[src/rtl/btn_conditioner_if.sv]
// Button conditioner bus: raw pins in, debounced levels and edge strobes out.
// master = board/bench side driving the raw pins, slave = the conditioner.
interface btn_conditioner_if #(
    parameter int NUM_BTNS = 5
);
    logic [NUM_BTNS-1:0] btn_raw;
    logic [NUM_BTNS-1:0] btn_level;
    logic [NUM_BTNS-1:0] btn_rise;
    logic [NUM_BTNS-1:0] btn_fall;

    modport master (output btn_raw, input btn_level, input btn_rise, input btn_fall);
    modport slave  (input btn_raw, output btn_level, output btn_rise, output btn_fall);
endinterface

[src/rtl/btn_conditioner.sv]
// btn_conditioner: per-button metastability synchroniser, saturating debounce
// FSM, and registered level plus one-cycle rise/fall strobes.
// Bit order of the bus is {btnu, btnl, btnc, btnr, btnd}; bit0 = btnd.
// Optional feature macro: BTN_AUTOREPEAT_EN adds a hold-to-repeat rise strobe
// on channels selected by REPEAT_MASK; when undefined no repeat logic exists.
module btn_conditioner #(
    parameter int                  NUM_BTNS        = 5,
    parameter int                  SYNC_STAGES     = 2,
    parameter int                  DEBOUNCE_CYCLES = 500000,
    parameter int                  REPEAT_DELAY    = 25000000,
    parameter int                  REPEAT_PERIOD   = 5000000,
    parameter logic [NUM_BTNS-1:0] REPEAT_MASK     = 5'b00001
) (
    input  logic             clk,
    input  logic             rst_n,
    btn_conditioner_if.slave bus
);

    localparam int CW = $clog2(DEBOUNCE_CYCLES + 1);
    localparam logic [CW-1:0] CNT_ZERO = {CW{1'b0}};
    localparam logic [CW-1:0] CNT_ONE  = CW'(1);
    localparam logic [CW-1:0] CNT_LAST = CW'(DEBOUNCE_CYCLES - 1);
    localparam logic [CW-1:0] CNT_MAX  = CW'(DEBOUNCE_CYCLES);

    typedef enum logic [1:0] {
        IDLE_LO = 2'd0,
        CHK_HI  = 2'd1,
        HELD_HI = 2'd2,
        CHK_LO  = 2'd3
    } state_e;

    logic [NUM_BTNS-1:0] level_v_s;
    logic [NUM_BTNS-1:0] rise_v_s;
    logic [NUM_BTNS-1:0] fall_v_s;

    for (genvar i = 0; i < NUM_BTNS; i++) begin : g_ch
        logic [SYNC_STAGES-1:0] sync_r;
        logic                   s_s;
        state_e                 state_r, state_s;
        logic [CW-1:0]          cnt_r, cnt_s;
        logic                   level_r, level_s;
        logic                   rise_r, rise_s;
        logic                   fall_r, fall_s;
        logic                   rep_fire_s;

        // Shift the asynchronous pin through the synchroniser chain.
        always_ff @(posedge clk or negedge rst_n) begin
            if (!rst_n) begin
                sync_r <= {SYNC_STAGES{1'b0}};
            end else begin
                sync_r <= {sync_r[SYNC_STAGES-2:0], bus.btn_raw[i]};
            end
        end

        assign s_s = sync_r[SYNC_STAGES-1];

        // Debounce state, counter and registered outputs.
        always_ff @(posedge clk or negedge rst_n) begin
            if (!rst_n) begin
                state_r <= IDLE_LO;
                cnt_r   <= CNT_ZERO;
                level_r <= 1'b0;
                rise_r  <= 1'b0;
                fall_r  <= 1'b0;
            end else begin
                state_r <= state_s;
                cnt_r   <= cnt_s;
                level_r <= level_s;
                rise_r  <= rise_s;
                fall_r  <= fall_s;
            end
        end

        // Next-state: count consecutive mismatching samples, accept at the limit.
        always_comb begin
            state_s = state_r;
            cnt_s   = cnt_r;
            level_s = level_r;
            rise_s  = 1'b0;
            fall_s  = 1'b0;
            case (state_r)
                IDLE_LO: begin
                    level_s = 1'b0;
                    if (s_s) begin
                        if (DEBOUNCE_CYCLES == 1) begin
                            state_s = HELD_HI;
                            cnt_s   = CNT_ZERO;
                            level_s = 1'b1;
                            rise_s  = 1'b1;
                        end else begin
                            state_s = CHK_HI;
                            cnt_s   = CNT_ONE;
                        end
                    end else begin
                        cnt_s = CNT_ZERO;
                    end
                end
                CHK_HI: begin
                    if (!s_s) begin
                        state_s = IDLE_LO;
                        cnt_s   = CNT_ZERO;
                    end else if (cnt_r == CNT_LAST) begin
                        state_s = HELD_HI;
                        cnt_s   = CNT_ZERO;
                        level_s = 1'b1;
                        rise_s  = 1'b1;
                    end else if (cnt_r != CNT_MAX) begin
                        cnt_s = cnt_r + CNT_ONE;
                    end else begin
                        cnt_s = cnt_r;
                    end
                end
                HELD_HI: begin
                    level_s = 1'b1;
                    if (!s_s) begin
                        if (DEBOUNCE_CYCLES == 1) begin
                            state_s = IDLE_LO;
                            cnt_s   = CNT_ZERO;
                            level_s = 1'b0;
                            fall_s  = 1'b1;
                        end else begin
                            state_s = CHK_LO;
                            cnt_s   = CNT_ONE;
                        end
                    end else begin
                        cnt_s = CNT_ZERO;
                    end
                end
                CHK_LO: begin
                    if (s_s) begin
                        state_s = HELD_HI;
                        cnt_s   = CNT_ZERO;
                    end else if (cnt_r == CNT_LAST) begin
                        state_s = IDLE_LO;
                        cnt_s   = CNT_ZERO;
                        level_s = 1'b0;
                        fall_s  = 1'b1;
                    end else if (cnt_r != CNT_MAX) begin
                        cnt_s = cnt_r + CNT_ONE;
                    end else begin
                        cnt_s = cnt_r;
                    end
                end
                default: begin
                    state_s = IDLE_LO;
                    cnt_s   = CNT_ZERO;
                    level_s = 1'b0;
                end
            endcase
            rise_s = rise_s | rep_fire_s;
        end

`ifdef BTN_AUTOREPEAT_EN
        if (REPEAT_MASK[i]) begin : g_rep
            localparam int RMAX = (REPEAT_DELAY > REPEAT_PERIOD) ? REPEAT_DELAY : REPEAT_PERIOD;
            localparam int RW   = $clog2(RMAX + 1);
            localparam logic [RW-1:0] REP_ZERO     = {RW{1'b0}};
            localparam logic [RW-1:0] REP_ONE      = RW'(1);
            localparam logic [RW-1:0] REP_DLY_LAST = RW'(REPEAT_DELAY - 1);
            localparam logic [RW-1:0] REP_PER_LAST = RW'(REPEAT_PERIOD - 1);

            logic [RW-1:0] rep_cnt_r, rep_cnt_s;
            logic          rep_armed_r, rep_armed_s;
            logic          fire_s;

            // Repeat counter and first-delay-elapsed flag.
            always_ff @(posedge clk or negedge rst_n) begin
                if (!rst_n) begin
                    rep_cnt_r   <= REP_ZERO;
                    rep_armed_r <= 1'b0;
                end else begin
                    rep_cnt_r   <= rep_cnt_s;
                    rep_armed_r <= rep_armed_s;
                end
            end

            // Count while staying in HELD_HI; any other state restarts the delay.
            always_comb begin
                rep_cnt_s   = REP_ZERO;
                rep_armed_s = 1'b0;
                fire_s      = 1'b0;
                if ((state_r == HELD_HI) && s_s) begin
                    rep_armed_s = rep_armed_r;
                    if (!rep_armed_r && (rep_cnt_r == REP_DLY_LAST)) begin
                        fire_s      = 1'b1;
                        rep_armed_s = 1'b1;
                        rep_cnt_s   = REP_ZERO;
                    end else if (rep_armed_r && (rep_cnt_r == REP_PER_LAST)) begin
                        fire_s    = 1'b1;
                        rep_cnt_s = REP_ZERO;
                    end else begin
                        rep_cnt_s = rep_cnt_r + REP_ONE;
                    end
                end else begin
                    rep_cnt_s   = REP_ZERO;
                    rep_armed_s = 1'b0;
                end
            end

            assign rep_fire_s = fire_s;
        end else begin : g_norep
            assign rep_fire_s = 1'b0;
        end
`else
        assign rep_fire_s = 1'b0;
`endif

        assign level_v_s[i] = level_r;
        assign rise_v_s[i]  = rise_r;
        assign fall_v_s[i]  = fall_r;
    end

    assign bus.btn_level = level_v_s;
    assign bus.btn_rise  = rise_v_s;
    assign bus.btn_fall  = fall_v_s;

endmodule
[src/flat_wrapper.sv]
// flat-port wrapper written by rule: the top's interface ports become plain ports
module btn_conditioner_flat 
#(
    parameter int                  NUM_BTNS        = 5,
    parameter int                  SYNC_STAGES     = 2,
    parameter int                  DEBOUNCE_CYCLES = 500000,
    parameter int                  REPEAT_DELAY    = 25000000,
    parameter int                  REPEAT_PERIOD   = 5000000,
    parameter logic [NUM_BTNS-1:0] REPEAT_MASK     = 5'b00001
)
  (clk, rst_n, bus_btn_raw, bus_btn_level, bus_btn_rise, bus_btn_fall);
  btn_conditioner_if #(.NUM_BTNS(NUM_BTNS)) bus_i ();
  input  logic clk;
  input  logic rst_n;
  input wire logic [$bits(bus_i.btn_raw)-1:0] bus_btn_raw;
  output wire logic [$bits(bus_i.btn_level)-1:0] bus_btn_level;
  output wire logic [$bits(bus_i.btn_rise)-1:0] bus_btn_rise;
  output wire logic [$bits(bus_i.btn_fall)-1:0] bus_btn_fall;
  assign bus_i.btn_raw = bus_btn_raw;
  assign bus_btn_level = bus_i.btn_level;
  assign bus_btn_rise = bus_i.btn_rise;
  assign bus_btn_fall = bus_i.btn_fall;
  btn_conditioner #(.NUM_BTNS(NUM_BTNS), .SYNC_STAGES(SYNC_STAGES), .DEBOUNCE_CYCLES(DEBOUNCE_CYCLES), .REPEAT_DELAY(REPEAT_DELAY), .REPEAT_PERIOD(REPEAT_PERIOD), .REPEAT_MASK(REPEAT_MASK)) u_core (.clk(clk), .rst_n(rst_n), .bus(bus_i));
endmodule
[config.mk]
export PLATFORM = sky130hd
export DESIGN_NAME = btn_conditioner_flat
export DESIGN_NICKNAME = d
export VERILOG_FILES = /design/src/rtl/btn_conditioner_if.sv /design/src/rtl/btn_conditioner.sv /design/src/flat_wrapper.sv
export SDC_FILE = /design/constraint.sdc
export NUM_CORES = 1
export LEC_CHECK = 0
export CORE_ASPECT_RATIO = 1.1
export CORE_MARGIN = 2
export CORE_UTILIZATION = 29
export CTS_CLUSTER_DIAMETER = 40
export CTS_CLUSTER_SIZE = 10
export DETAILED_ROUTE_END_ITERATION = 16
export GPL_TIMING_DRIVEN = 0
export SYNTH_ARGS = -nofsm -noshare
export SYNTH_HDL_FRONTEND = slang
export SYNTH_SLANG_ARGS = --single-unit
[constraint.sdc]
create_clock -name clk -period 3.8 [get_ports clk]
set_input_delay 0.76 -clock clk [delete_from_list [all_inputs] [get_ports clk]]
set_output_delay 0.76 -clock clk [all_outputs]
set_load 0.1 [all_outputs]
# == Word-level counts from Yosys, hierarchy flattened ==
# Index checks and enable logic that the tools add are counted.
# classes
add_sub_neg,5
n_eq_ne,65
mux,120
n_reduce_logical,15
# op_table
cell,count
19-bit two-way mux,20
19-bit one-hot mux with 4 select lines,5
"19-bit by 1-bit adder with 19-bit output, second input constant",5
"19-bit equality test, second input constant",5
"19-bit != test, second input constant",5
2-bit two-way mux,30
1-bit two-way mux,55
"2-bit by 1-bit != test with 1-bit output, second input constant",20
2-bit one-hot mux with 4 select lines,5
4-bit AND reduction,10
"2-bit equality test, second input constant",10
"2-bit != test, second input constant",10
1-bit one-hot mux with 4 select lines,5
"3-bit by 1-bit != test with 1-bit output, second input constant",5
"3-bit != test, second input constant",5
"2-bit by 1-bit equality test with 1-bit output, second input constant",5
2-bit zero test,5
# word_totals
register_bits,130
inputBits,7
output_inout_bits,15

# == Longest topological paths before layout ==
# Gate-level depths: netlist of the first run.
# logic_depth
word_depth,5
depth_mapped,9
depth_no_buf,7

# == Least setup slack after synthesis of the first run ==
# No wires, ideal clock.
# synth_path
kind,register -> register
start,register u_core.g_ch[4].cnt_r[1]
end,register u_core.g_ch[4].cnt_r[10]
arrival_ns,1.958
path_slack_ns,1.721
stages_incl_launch_ff,9
n_path_buf,2
cell_sequence,dfrtp_1 -> ha_1 -> nand3_1 -> or3_1 -> or2_2 -> clkbuf_1 -> nand3b_1 -> buf_2 -> nor2_1
# synth_via
elab_chain_cells,5
# synth_lines
element,line_no,text
start: declaration,btn_conditioner.sv:40,"logic [CW-1:0] cnt_r, cnt_s;"
start signal: assignment,btn_conditioner.sv:67,cnt_r <= cnt_s;
19-bit by 1-bit adder with 19-bit output or 19-bit != test (tied branches),--,
19-bit two-way mux,"btn_conditioner.sv:107, btn_conditioner.sv:138",
19-bit two-way mux *,btn_conditioner.sv:133,end else if (cnt_r == CNT_LAST) begin
"19-bit two-way mux, on equally long branches","btn_conditioner.sv:130, btn_conditioner.sv:99",
19-bit one-hot mux with 4 select lines *,btn_conditioner.sv:81,case (state_r)
net u_core.g_ch[4].cnt_s[10],btn_conditioner.sv:40,
# The timed path passes the listed nets; every way through them passes the cells marked *.
# A chain may end at the register's enable or synchronous reset.

# == Worst setup path in the final report of the first run ==
# layout_path
start,register u_core.g_ch[4].level_r
end,output bus_btn_level[4]
# layout_rtl
element,line_no,text
start: declaration,btn_conditioner.sv:41,"logic level_r, level_s;"
start signal: assignment,btn_conditioner.sv:68,level_r <= level_s;
end: declaration,flat_wrapper.sv:16,output wire logic [$bits(bus_i.btn_level)-1:0] bus_btn_level;
# No word-level cell between the ends.

==> impl_metrics.tcl, run 1 <==
set metrics [dict create \
    crit_chain "buf_4, clkdlybuf4s50_1" \
    routed_wl_um 12900 \
    async_flop_share 1.000 \
    cts_tree "yes" \
    yosys_warnings 0 \
    slew_violations 0 \
    antenna_found_initial 0 \
    fin_crit_sh 0.7386 \
    vias_per_cell 4.690 \
    drt_iter0_drc 265 \
    drive_gt1_frac 0.09615 \
    ys_ff_latch 130 \
    dr.pass1.iters 4 \
    synth-seq-area-share 0.4621 \
    final_cells 1085 \
    clk_pin_slew_worst_paths_ns 0.06 \
    placed_area_um2 7661 \
    max_slew_margin 0.3480 \
    holdBufCountCts 0 \
    io_pins 22 \
    dp_hpwl_um 8523 \
    fillCellCount 2399 \
    max_freq_mhz 356.3 \
    grt_pass1_wl_um 23430 \
    die_h_um 167.4 \
    outcome "complete, no violations" \
    placed_cells 1053 \
    final_nets 809 \
    drc 0 \
    io_buffers 21 \
    max-vdd-ir-drop_mv 0.4204 \
    cts_max_level 4 \
    leakagePower_nw 3.350 \
    setup_viol 0 \
    synth_edf_count 0 \
    worstMarginPinSlew_ns 0.9750 \
    ys.flop_type "dfrtp_1" \
    rsz0062_at_grt "no" \
    globalplace.congestion 0.7777 \
    synth_nets 768 \
    post_cts_resized 0 \
    crit_arrival_ns 2.05 \
    clockBufferDepth 2 \
    wl_per_cell_um 11.89 \
    end_kind "output pin" \
    min_period_ns 2.807 \
    die_area_um2 25540 \
    post_cts_buffers 0 \
    synthCells 726 \
    critical_path.top_delay_family "buffers and inverters" \
    grt_pass1_vias 5045 \
    grt.total_usage 0.1097 \
    critPathLaunchType "flip-flop" \
    num_antenna_cells 0 \
    required_ns 3.04 \
    clk_latency_ns 0.43 \
    syn_area_um2 7041 \
    crit_slowest_cell "clkdlybuf4s50_1" \
    cts_root_buf "clkbuf_16" \
    grt_max_degree 83 \
    dp_worst_setup_slack_ns 1.263 \
    postLayoutCellArea_um2 8198 \
    path_buf_inv 2 \
    worstPathMaxFanout 4 \
    ff_latch_area_um2 3253 \
    utilization 0.3449 \
    worst_slack_ns 0.9932 \
    fp-row-count 59 \
    syn_area_per_cell_um2 9.698 \
    gr-total-overflow 0 \
    finalHoldViolations 0 \
    fin_skew_ns 0.009667 \
    initial_core_util 0.2962 \
    max_stage_delay_ns 1.11 \
    ant_nets 0 \
    multiInputGateArea_um2 3490 \
    cts_made_buffers 17 \
    power.density_nw_per_um2 550.1 \
    die_w_um 152.6 \
    via_count 5089 \
    cts.sinks 130 \
    worstSetupPathType "flip-flop to output pin" \
    yosysUniqueCellTypes 54 \
    syn2layout_area_growth_pct 16.44 \
    hold_class "input pin to asynchronous set/reset pin" \
    drv_cap 0 \
    coreArea_um2 23770 \
]
==> cell usage in the layout, fill, tap and decap left out, types with 5 or more instances in the layout <==
master | netlist | layout
nand2b_1 | 5 | 5
clkbuf_1 | 11 | 11
buf_4 | 15 | 15
mux2_2 | 8 | 8
and3_1 | 13 | 13
nor3_1 | 23 | 23
nor3b_1 | 11 | 11
a21oi_1 | 17 | 17
nand2_1 | 46 | 46
clkbuf_16 | 0 | 17
and4_1 | 14 | 14
xor2_1 | 44 | 44
o21ai_0 | 19 | 19
nand3_1 | 30 | 30
nand3b_1 | 6 | 6
nand4_1 | 27 | 27
dfrtp_1 | 130 | 130
inv_1 | 33 | 33
ha_1 | 35 | 35
mux2i_1 | 8 | 8
nor2_1 | 125 | 125
clkdlybuf4s50_1 | 0 | 20
a31oi_1 | 5 | 5
xnor2_1 | 38 | 38
==> stage by stage <==
step,hold WS [ns],TNS (ns),power [mW]
2_1_floorplan,0.3312,0,2.744
3_3_place_gp,0.3331,-444.01,3.042
3_5_place_dp,0.3347,0,3.069
4_1_cts,0.2814,0,4.584
5_1_grt,0.3016,0,4.840
6_report,0.2705,0,4.510
==> final cells by class <==
cell class | instances | area share
Tap cell | 305 | 0.04655
Timing Repair Buffer | 22 | 0.02915
Clock buffer | 17 | 0.05189
Sequential cell | 130 | 0.3968
Buffer | 30 | 0.02121
Inverter | 33 | 0.01511
Clock inverter | 15 | 0.01358
Multi-Input combinational cell | 533 | 0.4257
==> worst paths after layout <==
check                                              start                       end  slack [ns]  cells after the start
max in group asynchronous                          rst_n  u_core.g_ch[2].sync_r[1]        2.76                      2
worst min register to register  u_core.g_ch[0].sync_r[0]  u_core.g_ch[0].sync_r[1]        0.35                      0
worst min-delay path                               rst_n  u_core.g_ch[1].sync_r[1]        0.27                      1
min in group clk                u_core.g_ch[0].sync_r[0]  u_core.g_ch[0].sync_r[1]        0.35                      0
worst max-delay path              u_core.g_ch[4].level_r          bus_btn_level[4]        0.99                      2
worst max register to register   u_core.g_ch[4].cnt_r[1]   u_core.g_ch[4].cnt_r[9]        1.29                      8
==> routing by layer <==
layer,GRT usage,vias to the layer above,part of all wire
met5,0,-,0
met4,0.04066,0,0.015
met3,0.03209,16,0.030
met2,0.1809,62,0.46
met1,0.1366,2446,0.49
li1,-,2565,-
==> registers in the layout (all words and copies together), names as in the netlist, named ones only <==
signal               cells
u_core.g_ch.cnt_r       95
u_core.g_ch.sync_r      10
u_core.g_ch.fall_r       5
u_core.g_ch.rise_r       5
u_core.g_ch.level_r      5
u_core.g_ch.state_r      5
==> cell usage after synthesis, drive strengths merged (4+ instances only) <==
cell type,n,area (um2)
mux2i,8,80.08
and4,14,122.6
nor3,23,115.1
buf,19,132.6
clkbuf,11,41.29
or3,4,25.02
inv,33,123.9
nand3,30,150.1
ha,35,437.9
nor4b,4,35.03
o21a,4,30.03
nand4,27,168.9
nor4,5,52.55
and3,13,81.33
a21oi,17,85.08
nand3b,6,45.04
nor3b,11,82.58
a31oi,5,31.28
o21ai,20,100.1
nand2b,5,31.28
nand2,48,185.2
xor2,44,385.4
mux2,8,90.09
dfrtp,130,3253
nor2,125,469.2
xnor2,38,332.8
==> kinds of logic after synthesis <==
kind of cell / Yosys count / share of synthesized area
multiplexers: 16 / 0.02417
AND/OR/NAND/NOR: 335 / 0.2486
XOR/XNOR: 82 / 0.1020
AO/OA/AOI/OAI: 65 / 0.05864
buffers and inverters: 63 / 0.04230
adder cells (fa/ha/maj): 35 / 0.06220
flip-flops: 130 / 0.4621
==> power by group <==
| group | internal [mW] | switching [mW] | leakage, nW |
|---|---|---|---|
| clock network | 0.835 | 0.641 | 0.256 |
| registers | 1.51 | 0.138 | 1.75 |
| logic | 0.529 | 0.853 | 1.34 |
| total | 2.88 | 1.63 | 3.35 |
(Power assumes the default switching activity.)
==> inputs of run 2 (changes only) <==
==> constraint.sdc (replaced) <==
create_clock -name clk -period 2.3 [get_ports clk]
set_input_delay 0.46 -clock clk [delete_from_list [all_inputs] [get_ports clk]]
set_output_delay 0.46 -clock clk [all_outputs]
set_load 0.1 [all_outputs]
==> run 2 against run 1 <==
Net effect:
- clock skew rose by 0.00066 ns
- non-clock buffer count rose by 1
- global-route usage about the same
- worst hold slack improved by 0.077 ns
- cell count hardly changed
==> impl_metrics.tcl, run 2 (same netlist as run 1, synthesis figures left out) <==
set metrics [dict create \
    syn2layout_area_growth_pct 16.90 \
    dp_hpwl_um 8523 \
    max_stage_delay_ns 0.83 \
    finalHoldViolations 0 \
    die_area_um2 25540 \
    routed_wl_um 12950 \
    drt_iter0_drc 286 \
    cts_root_buf "clkbuf_16" \
    drive_gt1_frac 0.1050 \
    num_antenna_cells 0 \
    final_common_cell "dfrtp_1" \
    clk_pin_slew_worst_paths_ns 0.06 \
    clk_latency_ns 0.43 \
    leakagePower_nw 3.422 \
    regMostFlops "u_core.g_ch.cnt_r" \
    fillCellCount 2407 \
    dp_worst_setup_slack_ns -0.2367 \
    worst_slack_ns 0.06758 \
    hold_class "flip-flop to flip-flop" \
    mostFrequentLayoutCells "dfrtp_1, nor2_1, nand2_1" \
    initial_core_util 0.2962 \
    critPathLaunchType "flip-flop" \
    top_regs "u_core.g_ch.cnt_r (95), u_core.g_ch.sync_r (10)" \
    wl_per_cell_um 11.92 \
    multiInputGateArea_um2 3517 \
    end_kind "output pin" \
    coreArea_um2 23770 \
    cts_tree "yes" \
    fin_crit_sh 0.9706 \
    ff_latch_area_um2 3253 \
    die_h_um 167.4 \
    antenna_found_initial 0 \
    crit_arrival_ns 1.77 \
    crit_slowest_cell "dlygate4sd2_1" \
    fin_skew_ns 0.01032 \
    rsz0062_at_grt "no" \
    dr.pass1.iters 4 \
    fin_setup_tns_ns 0 \
    grt_pass1_wl_um 23470 \
    placed_area_um2 7661 \
    io_buffers 21 \
    required_ns 1.84 \
    outcome "complete, no violations" \
    globalplace.congestion 0.7777 \
    min_period_ns 2.232 \
    final_nets 810 \
    grt_pass1_vias 5041 \
    setup_viol 0 \
    cts_max_level 4 \
    ant_nets 0 \
    total_power_mw 7.459 \
    io_pins 22 \
    clockBufferDepth 2 \
    power.density_nw_per_um2 906.3 \
    postLayoutCellArea_um2 8230 \
    grt.total_usage 0.1100 \
    path_buf_inv 2 \
    max-vdd-ir-drop_mv 0.6723 \
    cts_made_buffers 17 \
    crit_chain "buf_4, dlygate4sd2_1" \
    worstMarginPinSlew_ns 0.9650 \
    die_w_um 152.6 \
    largest_reg_flops 95 \
    critical_path.top_delay_family "buffers and inverters" \
    fp-row-count 59 \
    max_freq_mhz 447.9 \
    slew_violations 0 \
    cts.sinks 130 \
    drv_cap 0 \
    gr-total-overflow 0 \
    drc 0 \
    grt_max_degree 83 \
    worstSetupPathType "flip-flop to output pin" \
    max_slew_margin 0.3592 \
    worstPathMaxFanout 4 \
    via_count 5095 \
    vias_per_cell 4.692 \
]
run 2: cell count changes in the layout (fill, tap and decap cells not counted), sizes merged:
cell / delta
dlygate4sd2: +15
buf: +2
clkdlybuf4s50: -15
dlygate4sd3: +1
clkbuf: -2
run 2: through the flow:
| stage | utilization | instances | hold WS [ns] |
|---|---|---|---|
| 2_1_floorplan | - | 726 | 0.1644 |
| 3_3_place_gp | 0.3211 | 1052 | 0.3331 |
| 3_5_place_dp | 0.3223 | 1053 | 0.3347 |
| 4_1_cts | 0.3459 | 1089 | 0.3488 |
| 5_1_grt | 0.3462 | 1086 | 0.3546 |
| 6_report | 0.3462 | 1086 | 0.3473 |
run 2: final timing paths:
| check | startpoint | to | slack [ns] | depth (start not counted) |
|---|---|---|---|---|
| setup / recovery | u_core.g_ch[4].level_r | bus_btn_level[4] | 0.07 | 2 |
| hold / removal | u_core.g_ch[0].sync_r[0] | u_core.g_ch[0].sync_r[1] | 0.35 | 0 |
| setup reg to reg | u_core.g_ch[2].cnt_r[15] | flip-flop | 0.16 | 6 |
| hold reg to reg | u_core.g_ch[0].sync_r[0] | u_core.g_ch[0].sync_r[1] | 0.35 | 0 |
| max in group asynchronous | rst_n | u_core.g_ch[2].sync_r[1] | 0.99 | 3 |
| min in group asynchronous | rst_n | u_core.g_ch[1].sync_r[1] | 0.54 | 2 |
run 2: per-layer routing:
metal  up-vias  track usage  routed length (um)
met5         -            0                   0
met4         0      0.04026                 189
met3        15      0.03209                 394
met2        59       0.1815                6005
met1      2453       0.1371                6358
li1       2568            -                   -
run 2: area by class of cell:
type,instances,area share
Multi-Input combinational cell,533,0.4273
Sequential cell,130,0.3953
Clock buffer,17,0.05169
Tap cell,305,0.04637
Timing Repair Buffer,26,0.03071
Buffer,27,0.02007
Inverter,33,0.01505
Clock inverter,15,0.01353
run 2: report_power, final:
part / leakage, nW / internal [mW] / switching [mW]
combinational: 1.42 / 0.868 / 1.41
clock: 0.256 / 1.38 / 1.07
sequential: 1.75 / 2.50 / 0.228
total: 3.42 / 4.75 / 2.71
run 2: repair_timing:
item                                    CTS  global route
endpoints found under the setup margin   57            74
gates cloned                              0             0
buffers inserted                          3             0
resized for setup                        17             9
pin swaps                                 0             2
hold buffers                              1             0
endpoints found under the hold margin    48             0
==> inputs of run 3 (changes only) <==
--- a/config.mk
+++ b/config.mk
@@ -8,7 +8,7 @@
 export CORE_ASPECT_RATIO = 1.1
 export CORE_MARGIN = 2
 export CORE_UTILIZATION = 29
-export CTS_CLUSTER_DIAMETER = 40
+export CTS_BUF_LIST = sky130_fd_sc_hd__clkbuf_8
 export CTS_CLUSTER_SIZE = 10
 export DETAILED_ROUTE_END_ITERATION = 16
 export GPL_TIMING_DRIVEN = 0
==> run 3 against run 2 <==
Net effect:
- sequential share of layout area rose by 0.87 points
- clock power down 29%
- combinational power hardly changed
- cell area shrank 2.1%
- flip-flop and latch count stayed put
- global-route usage is 0.099 points lower
- non-clock buffer count rose by 2
- critical path type unchanged
- largest power group unchanged
==> impl_metrics.tcl, run 3 (same netlist as run 1, synthesis figures left out) <==
set metrics [dict create \
    coreArea_um2 23770 \
    wl_per_cell_um 11.99 \
    hold_class "flip-flop to flip-flop" \
    grt_util_met2 0.1805 \
    max_freq_mhz 452.9 \
    max-vdd-ir-drop_mv 0.6122 \
    clockBufferDepth 2 \
    cts.sinks 130 \
    largest_reg_flops 95 \
    fin_crit_sh 0.9601 \
    final_common_cell "dfrtp_1" \
    drt_iter0_drc 269 \
    mostFrequentLayoutCells "dfrtp_1, nor2_1, nand2_1, xor2_1, xnor2_1" \
    finalHoldViolations 0 \
    cts_tree "yes" \
    setup_viol 0 \
    clk_pin_slew_worst_paths_ns 0.08 \
    worstSetupPathType "flip-flop to output pin" \
    rsz0062_at_grt "no" \
    syn2layout_area_growth_pct 14.39 \
    io_pins 22 \
    drc 0 \
    initial_core_util 0.2962 \
    slew_violations 0 \
    gr-total-overflow 0 \
    fp-row-count 59 \
    max_stage_delay_ns 0.84 \
    crit_slowest_cell "dlygate4sd2_1" \
    worstMarginPinSlew_ns 0.9649 \
    globalplace.congestion 0.7777 \
    grt.total_usage 0.1090 \
    routed_wl_um 13050 \
    dp_worst_setup_slack_ns -0.2367 \
    final_nets 812 \
    met1_usage 0.1372 \
    leakagePower_nw 3.339 \
    antenna_found_initial 0 \
    ant_nets 0 \
    min_from "u_core.g_ch[0].sync_r[0]" \
    die_area_um2 25540 \
    cts_made_buffers 17 \
    top_regs "u_core.g_ch.cnt_r (95), u_core.g_ch.sync_r (10)" \
    worstPathMaxFanout 2 \
    clk_latency_ns 0.45 \
    total_power_mw 6.763 \
    fin_skew_ns 0.009416 \
    use_met3 0.02976 \
    hold_ws_ns 0.3518 \
    grt_pass1_wl_um 23460 \
    regToRegStartpoint "u_core.g_ch[4].cnt_r[0]" \
    die_w_um 152.6 \
    grt_max_degree 83 \
    min_period_ns 2.208 \
    die_h_um 167.4 \
    via_count 5158 \
    io_buffers 21 \
    dr.pass1.iters 4 \
    power.density_nw_per_um2 839.6 \
    crit_arrival_ns 1.75 \
    regMostFlops "u_core.g_ch.cnt_r" \
    max_slew_margin 0.3593 \
    outcome "complete, no violations" \
    drv_cap 0 \
    utilization 0.3388 \
    drive_gt1_frac 0.1098 \
    worst_slack_ns 0.09177 \
    grt.busiest_layer "met2" \
    placed_area_um2 7661 \
    grt_pass1_vias 5071 \
    dp_hpwl_um 8523 \
    crit_chain "buf_4, dlygate4sd2_1" \
    critPathLaunchType "flip-flop" \
    cts_root_buf "clkbuf_8" \
    num_antenna_cells 0 \
    crit_start "u_core.g_ch[1].level_r" \
    vias_per_cell 4.741 \
    postLayoutCellArea_um2 8054 \
    cts_max_level 4 \
    end_kind "output pin" \
    required_ns 1.84 \
]
run 3: cell types whose count changed in the layout (fill, tap and decap cells not counted):
cell | before | now
or2_4 | 1 | 0
buf_2 | 2 | 3
nand2_2 | 2 | 3
or2_2 | 2 | 3
buf_4 | 19 | 20
clkdlybuf4s15_1 | 0 | 3
clkbuf_16 | 17 | 0
dlygate4sd2_1 | 15 | 11
nand2_1 | 45 | 44
clkbuf_4 | 0 | 1
clkbuf_8 | 0 | 17
run 3: metrics by stage:
step / std cells / setup TNS (ns)
floorplan: 726 / 0
global placement: 1052 / -603.61
detailed placement: 1053 / -4.948
CTS: 1089 / 0
global route: 1088 / 0
finish: 1088 / 0
run 3: power breakdown:
group | total [mW] | switching (mW) | leakage [nW] | internal, mW
logic | 2.31 | 1.43 | 1.42 | 0.886
registers | 2.72 | 0.226 | 1.75 | 2.50
clock network | 1.73 | 0.977 | 0.169 | 0.749
total | 6.76 | 2.63 | 3.34 | 4.13
run 3: routing by layer:
| metal | up-vias | wire length (um) | share of wire |
|---|---|---|---|
| li1 | 2569 | - | - |
| met2 | 81 | 6175 | 0.47 |
| met5 | - | 0 | 0 |
| met4 | 0 | 149 | 0.011 |
| met1 | 2493 | 6291 | 0.48 |
| met3 | 15 | 429 | 0.033 |
run 3: path summary, 6_finish.rpt:
kind / slack, ns / cells past startpoint / to
setup / recovery: 0.09 / 2 / bus_btn_level[1]
hold reg to reg: 0.35 / 0 / u_core.g_ch[0].sync_r[1]
min in group asynchronous: 0.51 / 2 / u_core.g_ch[1].sync_r[1]
max in group asynchronous: 1.01 / 3 / u_core.g_ch[2].sync_r[1]
hold / removal: 0.35 / 0 / u_core.g_ch[0].sync_r[1]
setup reg to reg: 0.15 / 6 / flip-flop
run 3: area by class of cell:
class,count,area [um2]
Buffer,28,170.2
Timing Repair Buffer,27,262.8
Tap cell,305,381.6
Fill cell,2434,15720
Inverter,33,123.9
Clock buffer,17,234.0
Multi-Input combinational cell,533,3517
Clock inverter,15,111.4
Sequential cell,130,3253
run 3: worst max-delay path: cells and delay by family (launching register included):
kind,cells,cell delay [ns]
flip-flops,1,0.35
buffers and inverters,2,0.95
run 3: timing repair:
| item | in CTS | in global routing |
|---|---|---|
| gates resized for setup | 19 | 10 |
| pin swaps | 0 | 2 |
| buffers inserted | 3 | 1 |
| setup endpoints to repair | 56 | 78 |
| hold endpoints to repair | 48 | 0 |
| hold buffers | 1 | 0 |
